<file path="config.mk">
export PLATFORM = sky130hd
export DESIGN_NAME = ysyx_24080014_mem_arbiter
export DESIGN_NICKNAME = d
export VERILOG_FILES = /design/src/rtl/ysyx_24080014_arb_pkg.sv /design/src/rtl/ysyx_24080014_mem_arbiter.sv
export SDC_FILE = /design/constraint.sdc
export NUM_CORES = 1
export LEC_CHECK = 0
export BUFFER_PORTS_ARGS = -buffer_cell sky130_fd_sc_hd__buf_2
export CELL_PAD_IN_SITES_DETAIL_PLACEMENT = 0
export CELL_PAD_IN_SITES_GLOBAL_PLACEMENT = 1
export CORE_UTILIZATION = 37
export CTS_CLUSTER_DIAMETER = 150
export CTS_CLUSTER_SIZE = 14
export DETAILED_ROUTE_END_ITERATION = 8
export PLACE_DENSITY = 0.9
export SETUP_SLACK_MARGIN = 0.05
export SYNTH_ARGS = -nofsm -noshare
export SYNTH_HDL_FRONTEND = slang
export SYNTH_SLANG_ARGS = --single-unit
</file>
<file path="constraint.sdc">
create_clock -name clk -period 5.3 [get_ports clk]
set_input_delay 1.06 -clock clk [delete_from_list [all_inputs] [get_ports clk]]
set_output_delay 1.06 -clock clk [all_outputs]
set_load 0.03 [all_outputs]
</file>
<file path="src/rtl/ysyx_24080014_arb_pkg.sv">
// Shared encodings and the round-robin pick used by the data-memory arbiter.
// Both encodings are one bit wide.
package ysyx_24080014_arb_pkg;

    typedef enum logic {
        ST_IDLE = 1'b0,
        ST_BUSY = 1'b1
    } arb_state_e;

    typedef enum logic {
        OWN_IFU = 1'b0,
        OWN_LSU = 1'b1
    } arb_owner_e;

    // A tie goes to whichever requester did not win the previous grant.
    function automatic arb_owner_e rr_pick(input logic ifu_req,
                                           input logic lsu_req,
                                           input arb_owner_e last_gnt);
        arb_owner_e pick;
        if (ifu_req && lsu_req) begin
            pick = (last_gnt == OWN_LSU) ? OWN_IFU : OWN_LSU;
        end else if (lsu_req) begin
            pick = OWN_LSU;
        end else begin
            pick = OWN_IFU;
        end
        return pick;
    endfunction

endpackage

</file>
<file path="src/rtl/ysyx_24080014_mem_arbiter.sv">
// Shares the data-memory port between IFU (read-only) and LSU (read/write).
// One transaction in flight at a time; a watchdog aborts a memory that never answers.
module ysyx_24080014_mem_arbiter
    import ysyx_24080014_arb_pkg::*;
#(
    parameter int unsigned TIMEOUT_CYCLES = 255
) (
    input  logic        clk,
    input  logic        rst,
    input  logic        ifu_req,
    input  logic [31:0] ifu_addr,
    output logic        ifu_gnt,
    output logic        ifu_resp,
    output logic [31:0] ifu_rdata,
    output logic        ifu_err,
    input  logic        lsu_req,
    input  logic        lsu_wen,
    input  logic [31:0] lsu_addr,
    input  logic [31:0] lsu_wdata,
    input  logic [7:0]  lsu_wmask,
    output logic        lsu_gnt,
    output logic        lsu_resp,
    output logic [31:0] lsu_rdata,
    output logic        lsu_err,
    output logic        mem_valid,
    output logic        mem_ren,
    output logic        mem_wen,
    output logic [31:0] mem_raddr,
    output logic [31:0] mem_waddr,
    output logic [31:0] mem_wdata,
    output logic [7:0]  mem_wmask,
    input  logic [31:0] mem_rdata,
    input  logic        mem_ready
);

    localparam int unsigned CNT_W = $clog2(TIMEOUT_CYCLES + 1);
    localparam logic [CNT_W-1:0] CNT_LAST = CNT_W'(TIMEOUT_CYCLES - 1);

    arb_state_e       state_r;
    arb_state_e       state_nxt_s;
    arb_owner_e       owner_r;
    arb_owner_e       last_gnt_r;
    arb_owner_e       grant_owner_s;
    logic             grant_s;
    logic             done_ok_s;
    logic             done_to_s;
    logic             busy_s;
    logic [CNT_W-1:0] cnt_r;
    logic [31:0]      addr_r;
    logic [31:0]      wdata_r;
    logic [7:0]       wmask_r;
    logic             ren_r;
    logic             wen_r;
    logic             ifu_resp_r;
    logic             lsu_resp_r;
    logic [31:0]      ifu_rdata_r;
    logic [31:0]      lsu_rdata_r;
    logic             ifu_err_r;
    logic             lsu_err_r;

    // Next-state, grant and completion decode.
    always_comb begin
        state_nxt_s   = state_r;
        grant_s       = 1'b0;
        grant_owner_s = OWN_IFU;
        done_ok_s     = 1'b0;
        done_to_s     = 1'b0;
        case (state_r)
            ST_IDLE: begin
                // Grants are suppressed while reset is held so every output reads 0.
                if (rst && (ifu_req || lsu_req)) begin
                    grant_s       = 1'b1;
                    grant_owner_s = rr_pick(ifu_req, lsu_req, last_gnt_r);
                    state_nxt_s   = ST_BUSY;
                end else begin
                    state_nxt_s = ST_IDLE;
                end
            end
            ST_BUSY: begin
                if (mem_ready) begin
                    done_ok_s   = 1'b1;
                    state_nxt_s = ST_IDLE;
                end else if (cnt_r == CNT_LAST) begin
                    done_to_s   = 1'b1;
                    state_nxt_s = ST_IDLE;
                end else begin
                    state_nxt_s = ST_BUSY;
                end
            end
            default: begin
                state_nxt_s = ST_IDLE;
            end
        endcase
    end

    // State, ownership history and watchdog counter.
    always_ff @(posedge clk or negedge rst) begin
        if (!rst) begin
            state_r    <= ST_IDLE;
            owner_r    <= OWN_IFU;
            last_gnt_r <= OWN_LSU;
            cnt_r      <= {CNT_W{1'b0}};
        end else begin
            state_r <= state_nxt_s;
            if (grant_s) begin
                owner_r    <= grant_owner_s;
                last_gnt_r <= grant_owner_s;
                cnt_r      <= {CNT_W{1'b0}};
            end else if (state_r == ST_BUSY) begin
                cnt_r <= cnt_r + CNT_W'(1);
            end else begin
                cnt_r <= cnt_r;
            end
        end
    end

    // Request capture; the memory sees only these registers while busy.
    always_ff @(posedge clk or negedge rst) begin
        if (!rst) begin
            addr_r  <= 32'h0000_0000;
            wdata_r <= 32'h0000_0000;
            wmask_r <= 8'h00;
            ren_r   <= 1'b0;
            wen_r   <= 1'b0;
        end else if (grant_s) begin
            if (grant_owner_s == OWN_LSU) begin
                addr_r  <= lsu_addr;
                wdata_r <= lsu_wdata;
                wmask_r <= lsu_wmask;
                ren_r   <= !lsu_wen;
                wen_r   <= lsu_wen;
            end else begin
                addr_r  <= ifu_addr;
                wdata_r <= 32'h0000_0000;
                wmask_r <= 8'h00;
                ren_r   <= 1'b1;
                wen_r   <= 1'b0;
            end
        end
    end

    // Response pulse plus per-requester data/error that hold until the next response.
    always_ff @(posedge clk or negedge rst) begin
        if (!rst) begin
            ifu_resp_r  <= 1'b0;
            lsu_resp_r  <= 1'b0;
            ifu_rdata_r <= 32'h0000_0000;
            lsu_rdata_r <= 32'h0000_0000;
            ifu_err_r   <= 1'b0;
            lsu_err_r   <= 1'b0;
        end else begin
            ifu_resp_r <= 1'b0;
            lsu_resp_r <= 1'b0;
            if (done_ok_s || done_to_s) begin
                if (owner_r == OWN_LSU) begin
                    lsu_resp_r  <= 1'b1;
                    lsu_err_r   <= done_to_s;
                    lsu_rdata_r <= (done_ok_s && !wen_r) ? mem_rdata : 32'h0000_0000;
                end else begin
                    ifu_resp_r  <= 1'b1;
                    ifu_err_r   <= done_to_s;
                    ifu_rdata_r <= done_ok_s ? mem_rdata : 32'h0000_0000;
                end
            end
        end
    end

    assign busy_s    = (state_r == ST_BUSY);
    assign ifu_gnt   = grant_s && (grant_owner_s == OWN_IFU);
    assign lsu_gnt   = grant_s && (grant_owner_s == OWN_LSU);
    assign ifu_resp  = ifu_resp_r;
    assign lsu_resp  = lsu_resp_r;
    assign ifu_rdata = ifu_rdata_r;
    assign lsu_rdata = lsu_rdata_r;
    assign ifu_err   = ifu_err_r;
    assign lsu_err   = lsu_err_r;
    assign mem_valid = busy_s;
    assign mem_ren   = busy_s && ren_r;
    assign mem_wen   = busy_s && wen_r;
    assign mem_raddr = addr_r;
    assign mem_waddr = addr_r;
    assign mem_wdata = wdata_r;
    assign mem_wmask = wmask_r;

endmodule

</file>
* Word-level counts from Yosys, hierarchy flattened
Index checks and enable logic that the tools add are counted.
Storage, ports and cells: bits in registers 153, output and inout bits 177, word-level logic and storage cells 62
Operators by class: add/subtract/negate cells 1, equality and inequality tests 1, muxes and demuxes 28, bitwise logic cells 3, reductions and logical operators 14
Operators with widths (count):
- 32-bit 2-to-1 mux | 4
- 8-bit 2-to-1 mux | 3
- 1-bit 2-to-1 mux | 20
- 8-bit by 1-bit adder with 8-bit output, second input constant | 1
- 8-bit == test, second input constant | 1
- 1-bit logical AND | 7
- 2-bit AND reduction | 2
- 1-bit inverter | 3
- 1-bit logical NOT | 2
- 1-bit logical OR | 2
- 1-bit case mux with 2 select lines | 1
- 2-bit nonzero test | 1

* Depth between registers and ports, before layout
Gate-level depths: netlist of run 1.
word-level depth 6, depth in mapped cells 7, gate-level depth less buffers 5

* Worst setup path after synthesis of run 1
OpenSTA, ideal clock, no wires.
path type input to output, start input port rst, end output port ifu_gnt, arrival 2.146 ns, required time 4.240 ns, setup slack 2.094 ns, cell stages on the path 5, path through nand2b_1 -> or2_1 -> buf_2 -> buf_2 -> nor2_1
Between the ends: word-level cells in the longest chain between the ends 5, elaborated cells on any way between the ends 7
RTL lines:
- start, declared | RTL line ysyx_24080014_mem_arbiter.sv:9 | input logic rst,
- 1-bit logical AND * | RTL line ysyx_24080014_mem_arbiter.sv:71 | if (rst && (ifu_req || lsu_req)) begin
- 1-bit 2-to-1 mux | RTL line ysyx_24080014_mem_arbiter.sv:71
- 1-bit 2-to-1 mux | RTL line ysyx_24080014_mem_arbiter.sv:68 | case (state_r)
- 1-bit inverter | RTL line ysyx_24080014_mem_arbiter.sv:169 | assign ifu_gnt = grant_s && (grant_owner_s == OWN_IFU);
- 1-bit logical AND * | RTL line ysyx_24080014_mem_arbiter.sv:169
- end, declared | RTL line ysyx_24080014_mem_arbiter.sv:12 | output logic ifu_gnt,
Every way passes the cells marked *; elsewhere a longest branch is shown, timed or not.

* Worst setup path after layout of run 1
Same ends and word-level chain as after synthesis.

==> results.py, run 1 <==
metrics = {
    "die": {
        "fp.dieW_um": 139.3,
        "core_area_um2": 18210,
        "ioPinCount": 319,
        "die_h_um": 139.3,
        "die-area_um2": 19390,
        "rows": 49,
        "initial_core_util_pct": 38.29,
    },
    "synth": {
        "synth_edf_count": 0,
        "ys.flop_type": "dfrtp_1",
        "seq_area_frac_synth_pct": 54.94,
        "synth.avg_cell_area_um2": 11.14,
        "synth-async-reset-ratio_pct": 100.0,
        "ys_ff_latch": 153,
        "synthDistinctLibCells": 42,
        "yosysWarningCount": 0,
        "syn-num-nets": 770,
        "netlist_instances": 626,
        "syn-cell-area_um2": 6972,
    },
    "drt": {
        "drt-total-wl_um": 21680,
        "drt_pass1_iterations": 5,
        "dr_total_vias": 6006,
        "drt_iter0_drc": 294,
        "vias_per_cell": 5.301,
        "ant_nets": 0,
        "routedWlPerCell_um": 19.14,
        "drc_errors": 0,
    },
    "critical_path": {
        "critPathCaptureType": "output pin",
        "crit_required_ns": 4.24,
        "arrival_ns": 2.48,
        "worstSetupStartpoint": "rst",
        "reg2reg_from": "mem_valid",
        "cp_max_fo": 44,
        "criticalPathCategory": "input pin to output pin",
        "cp-start-kind": "input pin",
    },
    "clock_network": {
        "cts.htree.levels": 4,
        "cts_tree": "built",
        "clock-sinks": 153,
        "numCtsBuffers": 17,
        "clockBufferDepth": 2,
        "clk_latency_ns": 0.42,
        "post-cts-setup-buffer-count": 0,
        "ctsHoldBuffers": 0,
        "cts.clk_slew.worst_paths_ns": 0.06,
        "cts-resized-gates": 0,
        "cts_root_buffer": "clkbuf_16",
    },
    "global_routing": {
        "grt_usage_pct": 22.26,
        "antenna_found_initial": 4,
        "grt_overflow": 0,
        "grt_max_degree": 79,
        "grt_pass1_vias": 5648,
        "grt_first_pass_wirelength_um": 33220,
    },
    "finish": {
        "fillerInstances": 1648,
        "final_core_util_pct": 49.93,
        "instances_no_fill": 1133,
        "layout-drive-gt1-share_pct": 41.24,
        "most-common-layout-cells": "buf_2, dfrtp_1, nand2_1",
        "fin_area_um2": 9091,
        "fin_nets": 1033,
        "final_common_cell": "buf_2",
        "area_growth_pct": 30.40,
    },
    "pwr": {
        "total_leakage_power_nw": 4.255,
        "total_power_mw": 4.644,
        "pwr_density_cell_nw_per_um2": 510.8,
        "irDropWorstVdd_v": 0.0002327,
    },
    "placement": {
        "dpl.hpwl_um": 14990,
        "place.gp.congestion": 0.8864,
        "placed_cells_incl_taps": 1099,
        "place_area_um2": 8462,
        "dp_slack_ns": 1.739,
        "port-buffer-count": 318,
    },
    "timing": {
        "relSlewSlack_pct": 24.34,
        "fin_crit_ns": 3.537,
        "slew_violations": 0,
        "fin_crit_sh_pct": 66.73,
        "setup_ws_ns": 1.763,
        "finalSetupViolCount": 0,
        "fin_tns_setup_ns": 0,
        "hold_slack_ns": 0.4726,
        "fmax_mhz": 282.8,
        "skew_ns": 0.008732,
        "hold_violations": 0,
        "worst_pin_slew_ns": 1.132,
        "rsz0062_at_grt": "false",
    },
    "job": {
        "maxCapViolations": 0,
    },
    "min_path": {
        "hold_class": "input pin to asynchronous set/reset pin",
    },
    "status": {
        "status": "completed",
    },
}
worst paths after layout:
kind,endpoint,slack (ns),depth (start not counted)
worst max-delay path,ifu_gnt,1.76,5
worst min-delay path,lsu_rdata[29],0.47,1
worst max register to register,lsu_rdata[28],2.80,4
worst min register to register,cnt_r[7],0.50,1
max in group asynchronous,lsu_resp,3.56,2
min in group clk,cnt_r[7],0.50,1
synthesized netlist by cell type, drive strengths merged (2+ instances only):
cell type	n	share of area (%)
a211oi	33	3.6
a21o	3	0.32
a221o	32	4.6
a22o	41	5.2
a22oi	32	3.4
a2bb2oi	33	4.1
and2	34	3.1
buf	57	5.7
clkbuf	30	1.6
dfrtp	152	55
ha	2	0.36
inv	2	0.11
mux2i	3	0.43
nand2	68	3.7
nand2b	2	0.18
nand3	2	0.14
nand4	4	0.57
nor2	10	0.57
nor2b	32	2.9
nor3	3	0.38
o211ai	2	0.22
o21ai	37	2.7
flip-flops by register name (all words and copies together) (netlist names):
register    flops
mem_wmask       8
ren_r           1
mem_wdata      32
last_gnt_r      1
ifu_resp        1
wen_r           1
ifu_err         1
owner_r         1
lsu_rdata      32
lsu_err         1
cnt_r           8
lsu_resp        1
ifu_rdata      32
mem_raddr      32
mem_valid       1
power by group:
group          internal (mW)  switching [mW]  leakage (nW)
Sequential              1.44           0.220          1.75
Combinational          0.572            1.12          2.20
Clock                  0.725           0.566         0.306
logic make-up after synthesis:
kind of cell	count (synthesis)	share of synthesized area, %
AOI/OAI and AO/OA	218	24.66
xor gates and xnor gates	2	0.2513
adders and majority gates	2	0.3589
buffers and inverters	89	7.448
DFF	153	54.94
muxes	3	0.4307
and+or+nand+nor	159	11.92
worst max-delay path, cell delays in order:
cell and delay, ns:
buf_6 0.19, nand2b_2 0.11, or2_2 0.62, nor2_1 0.22
buf_2 0.24
cell type report:
cell class | count | area (um^2) | share of cell area, %
flip-flops and latches | 153 | 3830 | 42.13
multi-input cells | 384 | 2643 | 29.07
repair buffers | 331 | 1695 | 18.65
clock buffers | 17 | 425.4 | 4.679
well taps | 229 | 286.5 | 3.152
clock inverters | 15 | 198.9 | 2.188
inverters | 2 | 7.507 | 0.08258
diodes | 2 | 5.005 | 0.05505
layer usage:
layer | vias to the layer above | GRT usage (%) | share of wire, % | wire, um
met4 | 2 | 7.661 | 1.6 | 355
met1 | 2916 | 28.72 | 42 | 9207
met3 | 25 | 5.334 | 6.5 | 1416
met5 | - | 0 | 0.060 | 13
met2 | 259 | 36.58 | 49 | 10690
li1 | 2804 | - | - | -
Note: power is estimated with default switching activity, not from simulation.
==> run 2, diff against run 1 <==
--- a/config.mk
+++ b/config.mk
@@ -8,11 +8,11 @@
 export BUFFER_PORTS_ARGS = -buffer_cell sky130_fd_sc_hd__buf_2
 export CELL_PAD_IN_SITES_DETAIL_PLACEMENT = 0
 export CELL_PAD_IN_SITES_GLOBAL_PLACEMENT = 1
-export CORE_UTILIZATION = 37
+export CORE_UTILIZATION = 35
 export CTS_CLUSTER_DIAMETER = 150
 export CTS_CLUSTER_SIZE = 14
 export DETAILED_ROUTE_END_ITERATION = 8
-export PLACE_DENSITY = 0.9
+export PLACE_DENSITY = 0.86
 export SETUP_SLACK_MARGIN = 0.05
 export SYNTH_ARGS = -nofsm -noshare
 export SYNTH_HDL_FRONTEND = slang
==> constraint.sdc (replaced) <==
create_clock -name clk -period 3.5 [get_ports clk]
set_input_delay 0.7 -clock clk [delete_from_list [all_inputs] [get_ports clk]]
set_output_delay 0.7 -clock clk [all_outputs]
set_load 0.03 [all_outputs]
==> run 2 against run 1 <==
  * Worst hold slack lost 0.13 ns
  * Combinational power grew 51%
  * Critical path depth shrank 1
  * Via count shrank 0.80%
  * Sequential cell count is the same
  * Total power grew 54%
  * Setup slack lost 0.97 ns
  * Critical endpoint is now lsu_gnt
==> results.py, run 2 (synthesized netlist as in run 1, its figures left out) <==
metrics = {
    "critical_path": {
        "slowest_stage": "dfrtp_1",
        "regToRegSetupSlack_ns": 1.28,
        "slowest_delay_ns": 0.54,
        "cp_max_fo": 39,
        "crit_chain": "nand2b_2 > buf_4 > nor3_4 > buf_2",
        "cp-start-kind": "register",
        "critPathTopFamily": "flip-flops",
        "cp.depth": 4,
        "criticalPathCategory": "register to output pin",
        "arrival_ns": 2.01,
        "timing.rr.end": "lsu_rdata[25]",
        "critPathCaptureType": "output pin",
        "r2r_cells": 7,
        "reg2reg_from": "cnt_r[0]",
        "cp_num_buf_inv": 2,
        "crit_required_ns": 2.80,
    },
    "status": {
        "status": "completed",
    },
    "die": {
        "die_h_um": 143.1,
        "core_area_um2": 19460,
        "initial_core_util_pct": 35.82,
        "die-area_um2": 20490,
        "rows": 51,
        "fp.dieW_um": 143.1,
        "ioPinCount": 319,
    },
    "pwr": {
        "p_seq_share_pct": 35.4,
        "p_clk_share_pct": 28.8,
        "irDropWorstVdd_v": 0.0003854,
        "netSwitchingFraction_pct": 39.90,
        "total_leakage_power_nw": 4.288,
        "pwr_density_cell_nw_per_um2": 775.3,
        "power_frac_comb_pct": 35.8,
        "p_int_mw": 4.286,
        "p_sw_mw": 2.845,
    },
    "finish": {
        "layout-drive-gt1-share_pct": 41.37,
        "area_growth_pct": 31.93,
        "fin_area_um2": 9198,
        "final_common_cell": "buf_2",
        "fillerInstances": 1809,
        "fin_nets": 1035,
        "most-common-layout-cells": "buf_2, dfrtp_1, nand2_1",
    },
    "placement": {
        "port-buffer-count": 318,
        "place_area_um2": 8539,
        "place.gp.congestion": 0.7686,
        "dpl.hpwl_um": 14730,
    },
    "clock_network": {
        "cts.htree.levels": 4,
        "clk_latency_ns": 0.43,
        "clock-sinks": 153,
        "cts_tree": "built",
        "cts-resized-gates": 0,
        "numCtsBuffers": 17,
        "ctsHoldBuffers": 0,
        "post-cts-setup-buffer-count": 0,
        "cts_root_buffer": "clkbuf_16",
        "clockBufferDepth": 2,
        "cts.clk_slew.worst_paths_ns": 0.07,
    },
    "job": {
        "maxCapViolations": 0,
    },
    "timing": {
        "hold_violations": 0,
        "relSlewSlack_pct": 38.12,
        "slew_violations": 0,
        "fin_crit_ns": 2.710,
        "finalSetupViolCount": 0,
        "fin_crit_sh_pct": 77.43,
        "fin_tns_setup_ns": 0,
        "worst_pin_slew_ns": 0.9282,
        "fmax_mhz": 369.0,
        "rsz0062_at_grt": "false",
        "skew_ns": 0.01177,
    },
    "drt": {
        "routedWlPerCell_um": 18.09,
        "drt_pass1_iterations": 5,
        "dr_total_vias": 5958,
        "ant_nets": 0,
        "drc_errors": 0,
        "vias_per_cell": 5.088,
        "drt_iter0_drc": 326,
        "drt-total-wl_um": 21180,
    },
    "global_routing": {
        "grt_pass1_vias": 5669,
        "grt_usage_pct": 20.74,
        "grt_max_degree": 154,
        "grt_overflow": 0,
        "antenna_found_initial": 2,
        "grt_first_pass_wirelength_um": 32100,
    },
    "min_path": {
        "hold_class": "input pin to asynchronous set/reset pin",
    },
}
-- run 2: changes by cell type in the layout (fill, tap and decap cells not counted), sizes merged --
cell / previous run / this run
buf: 331 / 333
bufinv: 2 / 4
clkinvlp: 1 / 0
inv: 11 / 10
-- run 2: area by class of cell --
cell class                 count  area (um^2)  share of cell area, %
inverter                       2        7.507                0.08162
multi-input combinational    384         2648                  28.79
clock buffer                  17        425.4                  4.625
tap                          265        331.6                  3.605
sequential                   153         3830                  41.64
timing repair buffer         333         1723                  18.73
clock inverter                15        227.7                  2.476
antenna                        2        5.005                0.05441
-- run 2: per-layer routing --
| layer | track usage [%] | wire length [um] | up-vias |
|---|---|---|---|
| met5 | 0 | 10 | - |
| met3 | 6.908 | 1624 | 19 |
| li1 | - | - | 2807 |
| met4 | 5.829 | 238 | 2 |
| met1 | 26.16 | 8869 | 2882 |
| met2 | 33.71 | 10440 | 248 |
-- run 2: worst max-delay path by stage --
| stage | from | to | slack [ns] |
|---|---|---|---|
| finish | mem_valid | lsu_gnt | 0.79 |
| global route | mem_valid | lsu_gnt | 0.65 |
| CTS | mem_valid | lsu_gnt | 0.74 |
| detailed placement | lsu_req | lsu_gnt | 1.02 |
| global placement | lsu_req | lsu_gnt | 1.02 |
| floorplan | rst | ifu_gnt | 1.01 |
-- run 2: power groups by stage --
| stage | Sequential [mW] | Clock (mW) | Combinational [mW] |
|---|---|---|---|
| floorplan | 3.26 | 0 | 1.12 |
| global placement | 2.54 | 0 | 2.54 |
| detailed placement | 2.55 | 0 | 2.58 |
| CTS | 2.52 | 2.10 | 2.58 |
| finish | 2.52 | 2.05 | 2.55 |
| global route | 2.58 | 2.18 | 2.73 |
-- run 2: worst register-to-register path, cell delays in order, from the launching register on --
cell	delay, ns
dfrtp_1	0.44
inv_1	0.07
ha_1	0.20
nand3_1	0.07
buf_4	0.32
o21ba_1	0.47
buf_4	0.38
a221o_1	0.21
-- run 2: per-stage QoR --
stage	std cells	utilization (%)	worst slack, ns	total power, mW	hold slack [ns]
after floorplan	626	-	1.014	4.378	0.4044
after global placement	1137	43.88	1.023	5.089	0.4776
after detailed placement	1137	43.88	1.025	5.126	0.4750
after CTS	1169	47.23	0.7354	7.202	0.4703
after global routing	1169	47.23	0.6457	7.498	0.4262
final	1171	47.26	0.7899	7.131	0.3438
==> run 3, diff against run 2 <==
--- a/config.mk
+++ b/config.mk
@@ -8,11 +8,11 @@
 export BUFFER_PORTS_ARGS = -buffer_cell sky130_fd_sc_hd__buf_2
 export CELL_PAD_IN_SITES_DETAIL_PLACEMENT = 0
 export CELL_PAD_IN_SITES_GLOBAL_PLACEMENT = 1
-export CORE_UTILIZATION = 35
+export CORE_UTILIZATION = 32
 export CTS_CLUSTER_DIAMETER = 150
 export CTS_CLUSTER_SIZE = 14
 export DETAILED_ROUTE_END_ITERATION = 8
-export PLACE_DENSITY = 0.86
+export PLACE_DENSITY = 0.83
 export SETUP_SLACK_MARGIN = 0.05
 export SYNTH_ARGS = -nofsm -noshare
 export SYNTH_HDL_FRONTEND = slang
==> constraint.sdc (replaced) <==
create_clock -name clk -period 2.2 [get_ports clk]
set_input_delay 0.44 -clock clk [delete_from_list [all_inputs] [get_ports clk]]
set_output_delay 0.44 -clock clk [all_outputs]
set_load 0.03 [all_outputs]
==> run 3 against run 2 <==
  * Worst hold slack got worse by 0.25 ns
  * Critical path depth did not move
  * Core utilization down 3.6 points
  * Critical path type unchanged
  * Highest routed layer unchanged
==> results.py, run 3 (synthesized netlist as in run 1, its figures left out) <==
metrics = {
    "pwr": {
        "total_leakage_power_nw": 4.309,
        "p_seq_share_pct": 35.6,
        "p_sw_mw": 4.574,
        "irDropWorstVdd_v": 0.0004935,
        "pwr_density_cell_nw_per_um2": 1209,
        "netSwitchingFraction_pct": 40.83,
        "p_clk_share_pct": 27.3,
        "power_frac_comb_pct": 37.1,
        "p_int_mw": 6.629,
    },
    "clock_network": {
        "ctsHoldBuffers": 0,
        "cts.htree.levels": 4,
        "clockBufferDepth": 2,
        "cts_root_buffer": "clkbuf_16",
        "cts.clk_slew.worst_paths_ns": 0.07,
        "numCtsBuffers": 17,
        "clk_latency_ns": 0.43,
        "cts_tree": "built",
        "clock-sinks": 153,
    },
    "finish": {
        "final_core_util_pct": 43.67,
        "layout-drive-gt1-share_pct": 41.82,
        "fin_nets": 1042,
        "most-common-layout-cells": "buf_2, dfrtp_1, nand2_1",
        "final_common_cell": "buf_2",
        "area_growth_pct": 32.93,
    },
    "global_routing": {
        "grt_pass1_vias": 5888,
        "grt_max_degree": 154,
        "grt_usage_pct": 19.77,
        "grt_first_pass_wirelength_um": 33650,
        "antenna_found_initial": 3,
        "grt_overflow": 0,
    },
    "min_path": {
        "hold_class": "input pin to asynchronous set/reset pin",
    },
    "timing": {
        "slew_violations": 0,
        "hold_violations": 0,
        "skew_ns": 0.01049,
        "rsz0062_at_grt": "false",
        "finalSetupViolCount": 0,
        "relSlewSlack_pct": 36.95,
        "fmax_mhz": 483.7,
        "fin_crit_ns": 2.068,
        "worst_pin_slew_ns": 0.9457,
        "fin_crit_sh_pct": 93.98,
        "fin_tns_setup_ns": 0,
    },
    "drt": {
        "ant_nets": 0,
        "drt_pass1_iterations": 4,
        "drt-total-wl_um": 22010,
        "routedWlPerCell_um": 18.53,
        "dr_total_vias": 6046,
        "drc_errors": 0,
        "vias_per_cell": 5.089,
        "drt_iter0_drc": 311,
    },
    "critical_path": {
        "slowest_stage": "dfrtp_1",
        "cp-start-kind": "register",
        "critPathCaptureType": "output pin",
        "crit_required_ns": 1.76,
        "slowest_delay_ns": 0.40,
        "arrival_ns": 1.63,
        "cp_max_fo": 3,
        "criticalPathCategory": "register to output pin",
        "crit_chain": "nand2b_4 > or2_2 > nor2_2 > buf_4",
    },
    "die": {
        "rows": 53,
        "die_h_um": 149.6,
        "fp.dieW_um": 149.6,
        "core_area_um2": 21220,
        "die-area_um2": 22380,
        "ioPinCount": 319,
        "initial_core_util_pct": 32.85,
    },
    "placement": {
        "place.gp.congestion": 0.8142,
        "dpl.hpwl_um": 15440,
        "port-buffer-count": 318,
    },
    "job": {
        "maxCapViolations": 0,
    },
    "status": {
        "status": "completed",
    },
}
run 3: cell types whose count changed in the layout (fill, tap and decap cells not counted), moves of 2 or more:
cell | previous run | this run
buf_12 | 1 | 4
buf_2 | 317 | 315
buf_4 | 14 | 19
bufinv_16 | 4 | 2
clkinvlp_4 | 0 | 2
inv_6 | 2 | 4
run 3: final timing paths:
path,startpoint,endpoint,slack [ns],cells after the start
worst max-delay path,mem_valid,ifu_gnt,0.13,4
worst min-delay path,rst,lsu_resp,0.09,2
worst max register to register,mem_valid,lsu_rdata[23],0.31,5
worst min register to register,cnt_r[7],cnt_r[7],0.49,1
max in group asynchronous,rst,mem_raddr[26],1.33,2
min in group clk,lsu_wen,ren_r,0.20,2
run 3: power groups by stage:
stage                     registers, mW  clock network, mW  logic [mW]
after detailed placement           4.03                  0        4.18
after floorplan                    5.19                  0        1.78
after global routing               4.09               3.25        4.45
after CTS                          3.99               3.14        4.19
after global placement             4.01                  0        4.15
final                              3.99               3.06        4.15
run 3: routing by layer:
layer  vias up  GRT usage (%)  part of all wire, %
met5         -              0                 0.10
met4         4          6.939                  1.9
met3        26          5.457                  7.0
met2       242          32.01                   48
met1      2952          25.18                   43
li1       2822              -                    -
run 3: critical path, delay by kind of cell (launching register included):
family,cells,cell delay (ns)
simple gates,3,0.63
flops,1,0.40
buf+inv,1,0.17
run 3: metrics by stage:
step	instances	total power [mW]	instance area, um^2	worst slack, ns	hold WS (ns)
global route	1186	11.79	9263	0.05866	0.1855
finish	1188	11.20	9268	0.1324	0.09455
CTS	1184	11.32	9248	0.08868	0.1731
floorplan	626	6.966	6974	0.1300	0.1444
detailed placement	1152	8.212	8630	0.3395	0.4873
global placement	1152	8.156	8630	0.3426	0.4684
run 3: cell type report:
| cell class | count | area (um^2) |
|---|---|---|
| Antenna cell | 2 | 5.005 |
| Clock buffer | 18 | 429.2 |
| Tap cell | 275 | 344.1 |
| Inverter | 2 | 7.507 |
| Clock inverter | 14 | 175.2 |
| Timing Repair Buffer | 340 | 1822 |
| Fill cell | 2112 | 11950 |
| Multi-Input combinational cell | 384 | 2655 |
| Sequential cell | 153 | 3830 |
run 3: timing repair:
action,CTS,global route
buffers inserted,0,2
pin swaps,1,0
endpoints found under the hold margin,0,0
gates resized for setup,4,0
setup endpoints to repair,2,1
